<file path="src/rtl/rob_fill_resp.sv">
// Round-robin arbiter from N reservation-station fill ports onto the single ROB
// write port, through a one-entry registered output stage with flush and back-pressure.
module rob_fill_resp #(
  parameter int N_SRC  = 3,
  parameter int IDX_W  = 5,
  parameter int DATA_W = 32,
  localparam int SRC_W = $clog2(N_SRC)
) (
  input  logic                    clk,
  input  logic                    rst,
  input  logic                    flush,
  input  logic [N_SRC-1:0]        fill_req,
  input  logic [N_SRC*IDX_W-1:0]  fill_idx,
  input  logic [N_SRC*DATA_W-1:0] fill_data,
  input  logic [N_SRC-1:0]        fill_exc,
  output logic [N_SRC-1:0]        fill_ack,
  input  logic                    rob_wr_rdy,
  output logic                    rob_wr_en,
  output logic [IDX_W-1:0]        rob_wr_idx,
  output logic [DATA_W-1:0]       rob_wr_data,
  output logic                    rob_wr_exc,
  output logic [SRC_W-1:0]        rob_wr_src,
  output logic                    idle,
  output logic [15:0]             fill_cnt
);

  // Both sides are valid/ready: a fill transfers on an edge with fill_req[i] &&
  // fill_ack[i]; a ROB write transfers on an edge with rob_wr_en && rob_wr_rdy.

  logic [SRC_W-1:0]  rr;
  logic [SRC_W-1:0]  winner;
  logic              found;
  logic [IDX_W-1:0]  sel_idx;
  logic [DATA_W-1:0] sel_data;
  logic              sel_exc;
  logic              can_load;
  logic              grant;
  logic              rob_done;
  int                c;

  always_comb begin
    found    = 1'b0;
    winner   = '0;
    sel_idx  = '0;
    sel_data = '0;
    sel_exc  = 1'b0;
    c        = 0;
    for (int k = 0; k < N_SRC; k++) begin
      c = int'(rr) + k;
      if (c >= N_SRC) c = c - N_SRC;
      if (!found && fill_req[c]) begin
        found    = 1'b1;
        winner   = SRC_W'(c);
        sel_idx  = fill_idx[c*IDX_W +: IDX_W];
        sel_data = fill_data[c*DATA_W +: DATA_W];
        sel_exc  = fill_exc[c];
      end
    end
  end

  // The stage accepts a new fill when empty or when it drains this same cycle.
  assign can_load = !rob_wr_en || rob_wr_rdy;
  assign grant    = found && can_load && !flush && !rst;
  assign rob_done = rob_wr_en && rob_wr_rdy && !flush;
  assign idle     = !rob_wr_en && !(|fill_req);

  always_comb begin
    fill_ack = '0;
    if (grant) fill_ack[winner] = 1'b1;
  end

  always_ff @(posedge clk) begin
    if (rst) begin
      rob_wr_en   <= 1'b0;
      rob_wr_idx  <= '0;
      rob_wr_data <= '0;
      rob_wr_exc  <= 1'b0;
      rob_wr_src  <= '0;
      fill_cnt    <= '0;
      rr          <= '0;
    end else begin
      if (rob_done) fill_cnt <= fill_cnt + 16'd1;
      if (flush) begin
        rob_wr_en <= 1'b0;
      end else if (grant) begin
        rob_wr_en   <= 1'b1;
        rob_wr_idx  <= sel_idx;
        rob_wr_data <= sel_data;
        rob_wr_exc  <= sel_exc;
        rob_wr_src  <= winner;
      end else if (rob_done) begin
        rob_wr_en <= 1'b0;
      end
      if (grant) rr <= (winner == SRC_W'(N_SRC - 1)) ? '0 : winner + 1'b1;
    end
  end

endmodule

</file>
<file path="config.mk">
export PLATFORM = sky130hd
export DESIGN_NAME = rob_fill_resp
export DESIGN_NICKNAME = d
export VERILOG_FILES = /design/src/rtl/rob_fill_resp.sv
export SDC_FILE = /design/constraint.sdc
export NUM_CORES = 1
export LEC_CHECK = 0
export ABC_CLOCK_PERIOD_IN_PS = 3400
export CAP_MARGIN = 5
export CORE_MARGIN = 3
export CORE_UTILIZATION = 49
export CTS_BUF_LIST = sky130_fd_sc_hd__clkbuf_4 sky130_fd_sc_hd__clkbuf_8
export DETAILED_ROUTE_END_ITERATION = 16
export PLACE_DENSITY = 0.9
export SLEW_MARGIN = 20
export SYNTH_ARGS = -nofsm -noshare
export SYNTH_HDL_FRONTEND = slang
export SYNTH_SLANG_ARGS = --single-unit
</file>
<file path="constraint.sdc">
create_clock -name clk -period 3.4 [get_ports clk]
set_input_delay 0.34 -clock clk [delete_from_list [all_inputs] [get_ports clk]]
set_output_delay 0.34 -clock clk [all_outputs]
set_load 0.05 [all_outputs]
</file>
==> results of run 1 <==
-- per-stage QoR --
step / instances / instance area, sq um / setup slack (ns) / utilization
after floorplan: 697 / 5860 / 0.466 / -
after global placement: 970 / 7700 / 0.637 / 0.666
after detailed placement: 970 / 7700 / 0.587 / 0.666
after CTS: 986 / 7950 / 0.250 / 0.687
after global routing: 987 / 7960 / 0.0554 / 0.688
final: 987 / 7960 / 0.257 / 0.688
-- registers in the layout, summed over array words and instances (netlist names) --
signal       cells
rob_wr_data     32
rob_wr_exc       1
rob_wr_src       2
fill_cnt        16
rob_wr_en        1
rob_wr_idx       5
rr               2
-- Yosys cell counts, drive strengths merged (2+ instances only) --
library cell	count
a2111oi	2
a211oi	7
a21oi	41
a221o	2
a22o	4
a22oi	35
a2bb2oi	5
a32o	4
and2	2
and3	3
and4	2
buf	40
clkbuf	25
conb	2
dfxtp	59
ha	7
inv	8
mux2	67
mux2i	78
nand2	54
nand2b	5
nand3	7
nand4	4
nor2	55
nor2b	37
nor3	10
nor4	2
o211ai	4
o21ai	18
o221ai	29
o22ai	3
o2bb2ai	33
o311ai	2
o31a	3
o32ai	2
or2	2
or3	4
xnor2	7
xor2	6
-- path summary, 6_finish.rpt --
check                    endpoint  slack, ns  depth (start not counted)
hold reg to reg   rob_wr_data[30]       0.47                          2
setup / recovery      fill_ack[2]       0.26                          9
hold / removal    rob_wr_data[30]       0.47                          2
setup reg to reg  rob_wr_data[29]       0.59                          8
-- power breakdown --
group | switching, mW | leakage, nW | total [mW] | internal [mW]
registers | 0.0381 | 0.482 | 0.788 | 0.750
logic | 0.730 | 2.16 | 1.31 | 0.583
clock network | 0.336 | 0.120 | 0.830 | 0.494
total | 1.10 | 2.76 | 2.93 | 1.83
-- metal layers --
| layer | wire length [microns] | GRT usage | part of all wire |
|---|---|---|---|
| met5 | 0 | 0 | 0 |
| met3 | 1780 | 0.0674 | 0.094 |
| met1 | 7590 | 0.344 | 0.40 |
| met4 | 346 | 0.0986 | 0.018 |
| met2 | 9160 | 0.457 | 0.49 |
-- kinds of logic (layout without fill, tap and decap cells) --
logic type               count (synthesis)  after routing  synth area share
XOR/XNOR                                13             13            0.0194
AO/OA/AOI/OAI                          204            204             0.275
other                                    2              2           0.00128
multiplexers                           145            145             0.262
AND/OR/NAND/NOR                        193            193             0.161
flip-flops                              59             59             0.201
buffers and inverters                   73            220            0.0614
adder cells (fa/ha/maj)                  8              8            0.0183
-- critical path, stage by stage, from the launching register on --
cell and delay [ns]:
sky130_fd_sc_hd__dfxtp_1 0.43, sky130_fd_sc_hd__inv_1 0.12, sky130_fd_sc_hd__ha_2 0.23, sky130_fd_sc_hd__buf_12 0.22, sky130_fd_sc_hd__nor4b_1 0.47, sky130_fd_sc_hd__nor2_1 0.13
sky130_fd_sc_hd__and3_1 0.32, sky130_fd_sc_hd__nand2_2 0.25, sky130_fd_sc_hd__nor2_1 0.08, sky130_fd_sc_hd__buf_4 0.20
-- cell type report --
class	instances	share of cell area
multi-input cells	565	0.549
repair buffers	196	0.245
flip-flops and latches	59	0.148
well taps	143	0.0225
clock buffers	9	0.0156
clock inverters	7	0.0156
inverters	8	0.00377
-- timing repair --
action,CTS,global route
hold endpoints to repair,0,0
gates resized for setup,0,0
setup endpoints to repair,0,1
setup buffers,0,1
hold buffers,0,0
==> reports/metrics.sh, run 1 <==
ROUTED_WL_MICRONS=18900
GLOBALROUTETOTALUTIL=0.274
TIMING.CRITICAL_PATH.ARRIVAL_NS=2.80
MIN_FROM='rob_wr_data[30]'
MAPPEDNETLISTNETS=826
POWER_DENSITY_OVER_THE_CELLS_nW_PER_UM2=368
DRCVIOLATIONCOUNT=0
DIE-HEIGHT_MICRONS=115
NETLIST_AREA_SQ_UM=5860
GLOBALPLACE.CONGESTION=0.965
GRT_PASS1_WL_MICRONS=29800
SYNTH.TOP_CELLS.BY_AREA='sky130_fd_sc_hd__dfxtp_1 (20%), sky130_fd_sc_hd__mux2i_1 (13%), sky130_fd_sc_hd__mux2_2 (13%), sky130_fd_sc_hd__o2bb2ai_1 (4.9%), sky130_fd_sc_hd__a22oi_1 (4.5%)'
WORST_SKEW_PAIR.LATE_LATENCY_NS=0.34
POWER.TOTAL_mW=2.93
NUMBER_OF_MAX_CAPACITANCE_VIOLATIONS_REPORTED=0
OUTCOME='finished clean'
TOP_LEVEL_PORTS=182
MOST-COMMON-LAYOUT-CELLS='sky130_fd_sc_hd__clkdlybuf4s50_1 (177), sky130_fd_sc_hd__mux2i_1 (78), sky130_fd_sc_hd__mux2_2 (67), sky130_fd_sc_hd__dfxtp_1 (59)'
POST_ROUTE_CELLS_DRIVE_ABOVE_1_SHARE=0.154
CELLLEAKAGEPOWER_nW=2.76
MULTI_INPUT_COMB_AREA_SQ_UM=4370
TIMING.CRITICAL_PATH.TO_TYPE='primary output'
FILLERS=882
CRIT_TYPE='reg2out'
NUMBER_OF_VIOLATIONS_REPORTED_AT_THE_END_OF_DETAILED_ROUTING_ITERATION_0=585
SETUP-TNS-FINAL_NS=0
GLOBAL_ROUTE.OVERFLOW_TOTAL=0
R2R_START='rr[0]'
CLOCK_SKEW_NS=0.0143
MAXCLOCKFREQUENCY_MHz=318
CRITICAL_PATH_REQUIRED_NS=3.06
TIMING.FINAL.CRIT_PERIOD_NS=3.14
YS_TYPES=68
SYNTH.TOP_CELL.AREA_SHARE=0.201
SYNTH_ASYNC_SR_FLOP_SHARE=0
RSZ0062_AT_GRT='no'
ROUTED_VIA_DENSITY=6.29
DRT_FIRST_PASS_ITERS=7
CTS.REPORTEDPATHS.CLKPINSLEW_NS=0.09
CRIT_PATH_START='rr[0]'
POSTSYNTHREGISTERBITS=59
FLOORPLAN.DIE_AREA_SQ_UM=13300
RELSLEWSLACK=0.324
WORST_SLEW_PIN_SLEW_NS=1.01
CTS.HTREE.LEVELS=3
AVGROUTEDWIREPERCELL_MICRONS=19.1
VIAS=6209
GRT_START_MAX_NET_PINS=94
ANTENNA_FOUND_INITIAL=1
NETLIST.TOP_CELL.BY_AREA='sky130_fd_sc_hd__dfxtp_1'
SYN_TO_FINAL_GROWTH_PCT=35.8
CTS_TREE='yes'
POST_SYNTH_INST_COUNT=697
LAYOUT_COMMONEST_CELL='sky130_fd_sc_hd__clkdlybuf4s50_1'
SYNTH_SEQUENTIAL_AREA_RATIO=0.201
HOLDWS_NS=0.474
DIODES=0
CRIT_PATH_START_KIND='flip-flop'
FP-ROW-COUNT=39
SYNTH.AVG_CELL_AREA_SQ_UM=8.41
FLOORPLAN.INITIALDENSITY=0.507
CLOCK-SINKS=59
DPL.HPWL_MICRONS=12700
HOLD_PATH_CLASS='reg2reg'
ROUTE.ANTENNA.REMAINING_NETS=0
DESIGN.FINAL.NETS=968
SEQ_AREA_SQ_UM=1180
FINAL_HOLD_VIOL_COUNT=0
FINAL_MAX_SLEW_VIOL_COUNT=0
SYNTH_ENABLE_FLOP_CELLS=0
DOMINANTREGCELLSYNTH='sky130_fd_sc_hd__dfxtp_1'
PLACEMENT.IO_BUFFERS=181
CORE_FOOTPRINT_SQ_UM=11600
FINAL-SETUP-VIOL-COUNT=0
CTS_ROOT_BUF='sky130_fd_sc_hd__clkbuf_8'
YOSYS_WARNINGS=0
PEAK_SUPPLY_DROP_mV=0.266
CRITPATHMAXFANOUT=93
FINAL_CLOCK_PERIOD_UTILIZATION_BY_THE_WORST_PATH=0.924
CTS-BUFFERS-INSERTED=9
MAX-CLOCK-PATH-BUFFERS=2
GRT_PASS1_VIAS=6101
DIE_WIDTH_MICRONS=115
Power figures use the tool's default switching activity.
==> inputs of run 2 (changes only) <==
Settings changed: CORE_ASPECT_RATIO set to 1.4.
==> reports/metrics.sh, run 2 (synthesis gave the netlist of run 1 again) <==
OUTCOME='finished clean'
LARGEST_REGISTERS_RANKED_BY_FLIP_FLOP_COUNT='rob_wr_data (32), fill_cnt (16), rob_wr_idx (5)'
ROUTED_VIA_DENSITY=6.39  # +1.5%
CLOCK_SKEW_NS=0.00727  # -0.00705 ns
POWER.SHARE.SEQUENTIAL=0.293  # +0.024
POSTLAYOUTCOREUTIL=0.691  # +0.00224
POWER.SHARE.CLOCK=0.215  # -0.068
CRIT_PATH_START_KIND='flip-flop'
CTS.REPORTEDPATHS.CLKPINSLEW_NS=0.07  # -0.02 ns
TIMING.FINAL.CRIT_PERIOD_NS=3.18  # +0.0386 ns
FINAL_HOLD_VIOL_COUNT=0  # unchanged
POWER.TOTAL_mW=2.68  # -8.6%
GLOBAL_ROUTE.OVERFLOW_TOTAL=0  # unchanged
SHARE_COMB_OF_TOTAL_POWER=0.492  # +0.044
SYN_TO_FINAL_GROWTH_PCT=35.6
LAYOUT_COMMONEST_CELL='sky130_fd_sc_hd__clkdlybuf4s50_1'
GLOBALPLACE.CONGESTION=0.904  # -6.3%
FINAL-SETUP-VIOL-COUNT=0  # unchanged
WORST_R2R_ENDPOINT='rob_wr_idx[2]'
DRCVIOLATIONCOUNT=0  # unchanged
WORST_SETUP_PATH_ENDPOINT='fill_ack[2]'
FP-ROW-COUNT=46  # +18%
ANTENNA_FOUND_INITIAL=1  # unchanged
DIE-HEIGHT_MICRONS=135  # +17%
DIODES=0  # unchanged
POST_ROUTE_CELLS_DRIVE_ABOVE_1_SHARE=0.160  # +0.00635
CTS-BUFFERS-INSERTED=9  # unchanged
SEQ_AREA_SQ_UM=1180  # unchanged
WORST_SKEW_PAIR.LATE_LATENCY_NS=0.35  # about the same
INSTANCES_NO_FILL=992  # +0.51%
TIMING.CRITICAL_PATH.ARRIVAL_NS=2.84  # +0.04 ns
GLOBALROUTETOTALUTIL=0.272  # -0.00269
SETUP-TNS-FINAL_NS=0  # unchanged
DESIGN.FINAL.NETS=972  # +0.41%
DRT_FIRST_PASS_ITERS=7  # unchanged
FINAL_CLOCK_PERIOD_UTILIZATION_BY_THE_WORST_PATH=0.936  # +0.0114
DIE_WIDTH_MICRONS=98.5  # -15%
RELSLEWSLACK=0.247  # -0.0772
MAXCLOCKFREQUENCY_MHz=314  # -1.2%
CELLLEAKAGEPOWER_nW=2.74  # -0.68%
GRT_PASS1_VIAS=6119  # +0.30%
CELL_INTERNAL_PWR_mW=1.60  # -12%
MOST-COMMON-LAYOUT-CELLS='sky130_fd_sc_hd__clkdlybuf4s50_1 (177), sky130_fd_sc_hd__mux2i_1 (78), sky130_fd_sc_hd__mux2_2 (67), sky130_fd_sc_hd__dfxtp_1 (59)'
NUMBER_OF_MAX_CAPACITANCE_VIOLATIONS_REPORTED=0  # unchanged
CLOCK-SINKS=59  # unchanged
CTS_TREE='yes'
HOLD_PATH_CLASS='reg2reg'
DPL.HPWL_MICRONS=13200  # +3.4%
POWER_DENSITY_OVER_THE_CELLS_nW_PER_UM2=337  # -8.5%
GRT_START_MAX_NET_PINS=47  # -50%
FINAL_MAX_SLEW_VIOL_COUNT=0  # unchanged
ROUTED_WL_MICRONS=18800  # -0.57%
TIMING.REG2REG.WORST_PATH_DEPTH=6  # -2
GRT_PASS1_WL_MICRONS=30000  # +0.46%
CTS.HTREE.LEVELS=3  # unchanged
POWER_SWITCHING_mW=1.08  # -2.4%
LARGEST_REGISTER_FFS=32  # unchanged
NUMBER_OF_VIOLATIONS_REPORTED_AT_THE_END_OF_DETAILED_ROUTING_ITERATION_0=322  # -45%
REG2REG_SETUP_SLACK_NS=0.44  # -0.15 ns
CRITPATHMAXFANOUT=23  # -75%
CTS-RESIZED-GATES=0  # unchanged
ROUTE.ANTENNA.REMAINING_NETS=0  # unchanged
R2R_START='rr[1]'
FLOORPLAN.INITIALDENSITY=0.509  # +0.00237
MULTI_INPUT_COMB_AREA_SQ_UM=4410  # +0.83%
AVGROUTEDWIREPERCELL_MICRONS=18.9  # -1.1%
PLACEMENT.IO_BUFFERS=181  # unchanged
PEAK_SUPPLY_DROP_mV=0.222  # -17%
CTS_HOLD_BUFFERS=0  # unchanged
TOP_REGISTER='rob_wr_data'
WORST_SLEW_PIN_SLEW_NS=1.13  # +0.118 ns
HOLDWS_NS=0.509  # +0.0344 ns
CRITICAL_PATH_REQUIRED_NS=3.06  # about the same
CRIT_PATH_START='rr[1]'
VIAS=6335  # +2.0%
CRIT_TYPE='reg2out'
CORE_FOOTPRINT_SQ_UM=11500  # -0.47%
TIMING.CRITICAL_PATH.TO_TYPE='primary output'
MAX-CLOCK-PATH-BUFFERS=2  # unchanged
FILLERS=938  # +6.3%
CTS_ROOT_BUF='sky130_fd_sc_hd__clkbuf_8'
PLACE_INST=976  # +0.62%
FLOORPLAN.DIE_AREA_SQ_UM=13300  # +0.14%
TOP_LEVEL_PORTS=182  # unchanged
SWITCHING_SHARE=0.402  # +0.0255
CTS.REPAIR_TIMING.SETUP_BUFFER_COUNT=0  # unchanged
-- run 2: cell count changes in the layout (fill, tap and decap cells not counted), sizes merged --
cell | before | now
buf | 19 | 23
bufinv | 3 | 0
clkinv | 1 | 3
clkinvlp | 1 | 4
inv | 10 | 8
-- run 2: stage by stage --
| stage | setup WS, ns | cell area [sq um] |
|---|---|---|
| finish | 0.218 | 7950 |
| global route | -0.00423 | 7950 |
| CTS | 0.0268 | 7940 |
| detailed placement | 0.417 | 7770 |
| global placement | 0.482 | 7770 |
| floorplan | 0.466 | 5860 |
-- run 2: final cells by class --
cell class | count | area share
clock buffers | 9 | 0.0156
multi-input cells | 565 | 0.554
flip-flops and latches | 59 | 0.149
inverters | 8 | 0.00378
repair buffers | 200 | 0.249
clock inverters | 7 | 0.00567
well taps | 144 | 0.0227
-- run 2: power groups by stage --
stage	clock network, mW	registers, mW	logic (mW)
floorplan	0	0.991	0.673
global placement	0	0.801	1.28
detailed placement	0	0.799	1.30
CTS	0.583	0.785	1.31
global route	0.617	0.791	1.41
finish	0.575	0.786	1.32
-- run 2: layer usage --
metal | track usage | share of wire | up-vias
met4 | 0.105 | 0.032 | 2
met5 | 0 | 0.00069 | -
met1 | 0.338 | 0.40 | 3029
met3 | 0.0567 | 0.075 | 51
li1 | - | - | 2936
met2 | 0.459 | 0.49 | 317
-- run 2: how the worst min path moves through the flow --
stage | cells past startpoint | startpoint | slack [ns] | endpoint
after floorplan | 1 | flush | 0.42 | rob_wr_en
after global placement | 2 | fill_cnt[5] | 0.48 | fill_cnt[5]
after detailed placement | 2 | rob_wr_data[30] | 0.49 | rob_wr_data[30]
after CTS | 2 | rob_wr_data[30] | 0.50 | rob_wr_data[30]
after global routing | 1 | rob_wr_src[0] | 0.53 | rob_wr_src[0]
final | 2 | fill_cnt[5] | 0.51 | fill_cnt[5]
-- run 2: critical path, stage by stage, from the launching register on --
cell and delay [ns]:
sky130_fd_sc_hd__dfxtp_1 0.42, sky130_fd_sc_hd__inv_1 0.16, sky130_fd_sc_hd__ha_4 0.47, sky130_fd_sc_hd__buf_6 0.29, sky130_fd_sc_hd__nor4b_2 0.28, sky130_fd_sc_hd__nor2_1 0.11, sky130_fd_sc_hd__and3_1 0.29, sky130_fd_sc_hd__nand2_2 0.20
sky130_fd_sc_hd__nor2_1 0.10, sky130_fd_sc_hd__buf_12 0.17
==> inputs of run 3 (changes only) <==
Settings changed: CELL_PAD_IN_SITES_DETAIL_PLACEMENT set to 1, CELL_PAD_IN_SITES_GLOBAL_PLACEMENT set to 1, CORE_ASPECT_RATIO 1.4 to 0.5, CORE_UTILIZATION 49 to 36, PLACE_DENSITY 0.9 to 0.91, RECOVER_POWER set to 100.
==> reports/metrics.sh, run 3 (synthesis gave the netlist of run 1 again) <==
GLOBALROUTETOTALUTIL=0.241  # -0.0309
CPLARGESTDELAYFAMILY='simple AND/OR/NAND/NOR gates'
VIAS=6332  # -0.047%
MIN_FROM='rst'
CRITICAL_PATH_REQUIRED_NS=3.06  # about the same
LAYOUT_COMMONEST_CELL='sky130_fd_sc_hd__clkdlybuf4s50_1'
SYN_TO_FINAL_GROWTH_PCT=35.7  # about the same
SHARE_COMB_OF_TOTAL_POWER=0.490  # -0.002
POWER.TOTAL_mW=2.68  # +0.16%
ROUTED_WL_MICRONS=22700  # +21%
POWER_SWITCHING_mW=1.12  # +3.5%
POWER_DENSITY_OVER_THE_CELLS_nW_PER_UM2=337  # about the same
CTS-BUFFERS-INSERTED=9  # unchanged
ANTENNA_FOUND_INITIAL=1  # unchanged
POWER.SHARE.SEQUENTIAL=0.294  # about the same
CTS_HOLD_BUFFERS=0  # unchanged
RSZ0062_AT_GRT='no'
WORST_SLEW_PIN_SLEW_NS=0.805  # -0.324 ns
LARGEST_REGISTER_FFS=32  # unchanged
FINAL-SETUP-VIOL-COUNT=0  # unchanged
CP_SLOWEST_STAGE_DELAY_NS=0.57  # +0.10 ns
CTS.REPORTEDPATHS.CLKPINSLEW_NS=0.07  # about the same
CELL_INTERNAL_PWR_mW=1.57  # -2.1%
GRT_START_MAX_NET_PINS=50  # +6.4%
CRIT_TYPE='reg2out'
TOP_REGISTER='rob_wr_data'
FINAL_MAX_SLEW_VIOL_COUNT=0  # unchanged
MAXCLOCKFREQUENCY_MHz=312  # -0.80%
FP-ROW-COUNT=32  # -30%
LARGEST_REGISTERS_RANKED_BY_FLIP_FLOP_COUNT='rob_wr_data (32), fill_cnt (16), rob_wr_idx (5)'
CTS_ROOT_BUF='sky130_fd_sc_hd__clkbuf_8'
CTS_TREE='yes'
PLACEMENT.IO_BUFFERS=181  # unchanged
FLOORPLAN.DIE_AREA_SQ_UM=18000  # +35%
TIMING.CRITICAL_PATH.BUF_INV=3  # unchanged
CTS.REPAIR_TIMING.SETUP_BUFFER_COUNT=0  # unchanged
CRIT_PATH_START_KIND='flip-flop'
FILLERS=1811  # +93%
TIMING.FINAL.CRIT_PERIOD_NS=3.21  # +0.0257 ns
RELSLEWSLACK=0.463  # +0.216
CRIT_PATH_START='rr[0]'
CRIT_CHAIN='inv_1 -> ha_2 -> buf_4 -> o21ai_1 -> nand3_2 -> nor3_1 -> buf_12'
CLOCK-SINKS=59  # unchanged
CTS.HTREE.LEVELS=3  # unchanged
INSTANCES_NO_FILL=1067  # +7.6%
DIODES=0  # unchanged
WORST_SKEW_PAIR.LATE_LATENCY_NS=0.34  # about the same
OUTCOME='finished clean'
CRIT_SLOWEST_CELL='sky130_fd_sc_hd__nor3_1'
SWITCHING_SHARE=0.416  # +0.0132
POST_ROUTE_CELLS_DRIVE_ABOVE_1_SHARE=0.150  # -0.0103
NUMBER_OF_VIOLATIONS_REPORTED_AT_THE_END_OF_DETAILED_ROUTING_ITERATION_0=347  # +7.8%
SETUP_SLACK_NS=0.193  # -0.0257 ns
FINAL_CLOCK_PERIOD_UTILIZATION_BY_THE_WORST_PATH=0.943  # +0.00756
PLACE_INST=1050  # +7.6%
CORE_FOOTPRINT_SQ_UM=15700  # +36%
ROUTED_VIA_DENSITY=5.93  # -7.1%
PEAK_SUPPLY_DROP_mV=0.173  # -22%
CRITPATHMAXFANOUT=21  # -8.7%
POWER.SHARE.CLOCK=0.216  # about the same
TIMING.CRITICAL_PATH.TO_TYPE='primary output'
MOST-COMMON-LAYOUT-CELLS='sky130_fd_sc_hd__clkdlybuf4s50_1 (118), sky130_fd_sc_hd__mux2i_1 (78), sky130_fd_sc_hd__mux2_2 (67), sky130_fd_sc_hd__dfxtp_1 (59), sky130_fd_sc_hd__dlygate4sd3_1 (59)'
CELLLEAKAGEPOWER_nW=2.90  # +5.9%
R2R_START='rr[0]'
DESIGN.FINAL.NETS=970  # -0.21%
AVGROUTEDWIREPERCELL_MICRONS=21.3  # +13%
DPL.HPWL_MICRONS=16400  # +25%
GLOBAL_ROUTE.OVERFLOW_TOTAL=0  # unchanged
GRT_PASS1_VIAS=6852  # +12%
MAX-CLOCK-PATH-BUFFERS=2  # unchanged
SETUP-TNS-FINAL_NS=0  # unchanged
ROUTE.ANTENNA.REMAINING_NETS=0  # unchanged
GLOBALPLACE.CONGESTION=0.915  # +1.2%
FLOORPLAN.INITIALDENSITY=0.375  # -0.135
GRT_PASS1_WL_MICRONS=35200  # +17%
DIE_WIDTH_MICRONS=187  # +89%
HOLD_PATH_CLASS='in2reg'
TOP_LEVEL_PORTS=182  # unchanged
TIMING.CRITICAL_PATH.ARRIVAL_NS=2.87  # +0.03 ns
DRT_FIRST_PASS_ITERS=5  # -2
FINAL_HOLD_VIOL_COUNT=0  # unchanged
CLOCK_SKEW_NS=0.00440  # -0.00287 ns
DIE-HEIGHT_MICRONS=96.3  # -29%
DPL_WS_NS=0.372  # -0.0442 ns
NUMBER_OF_MAX_CAPACITANCE_VIOLATIONS_REPORTED=0  # unchanged
DRCVIOLATIONCOUNT=0  # unchanged
[run 3: routing by layer]
metal,vias up,track usage,part of all wire
met2,219,0.459,0.51
met4,2,0.101,0.030
li1,2918,-,-
met1,3127,0.268,0.40
met3,66,0.0498,0.051
met5,-,0,0.00048
[run 3: final cells by class]
class | instances | area, sq um | share of cell area
Clock buffer | 9 | 124 | 0.0156
Timing Repair Buffer | 198 | 1960 | 0.246
Inverter | 8 | 30.0 | 0.00377
Sequential cell | 59 | 1180 | 0.148
Multi-Input combinational cell | 565 | 4340 | 0.546
Clock inverter | 7 | 45.0 | 0.00566
Tap cell | 221 | 277 | 0.0348
[run 3: power by group through the flow]
stage	clock network (mW)	logic [mW]	registers, mW
floorplan	0	0.673	0.991
global placement	0	1.28	0.804
detailed placement	0	1.33	0.806
CTS	0.599	1.34	0.792
global route	0.622	1.40	0.795
finish	0.580	1.31	0.789
[run 3: worst reg2reg max path, stage by stage, from the launching register on]
cell	delay [ns]
sky130_fd_sc_hd__dfxtp_1	0.37
sky130_fd_sc_hd__inv_1	0.14
sky130_fd_sc_hd__ha_2	0.47
sky130_fd_sc_hd__buf_4	0.38
sky130_fd_sc_hd__nand2_1	0.20
sky130_fd_sc_hd__a31oi_4	0.24
sky130_fd_sc_hd__or2_1	0.15
sky130_fd_sc_hd__buf_2	0.58
sky130_fd_sc_hd__o221ai_1	0.23
sky130_fd_sc_hd__mux2_2	0.31
[run 3: final timing paths]
path	slack, ns	cells past startpoint	to
max	0.19	7	fill_ack[1]
min	0.25	2	rr[0]
max reg2reg	0.22	9	rob_wr_data[21]
min reg2reg	0.49	1	rob_wr_src[0]
[run 3: what timing repair did]
item                                   CTS  global route
resized for setup                        0             2
endpoints found under the hold margin    0             0
setup endpoints to repair                0             2
[run 3: through the flow]
stage | hold slack (ns) | utilization | cell area [sq um]
6_report | 0.252 | 0.508 | 7960
5_1_grt | 0.256 | 0.508 | 7960
3_5_place_dp | 0.489 | 0.500 | 7820
4_1_cts | 0.240 | 0.510 | 7990
3_3_place_gp | 0.474 | 0.500 | 7820
2_1_floorplan | 0.418 | - | 5860
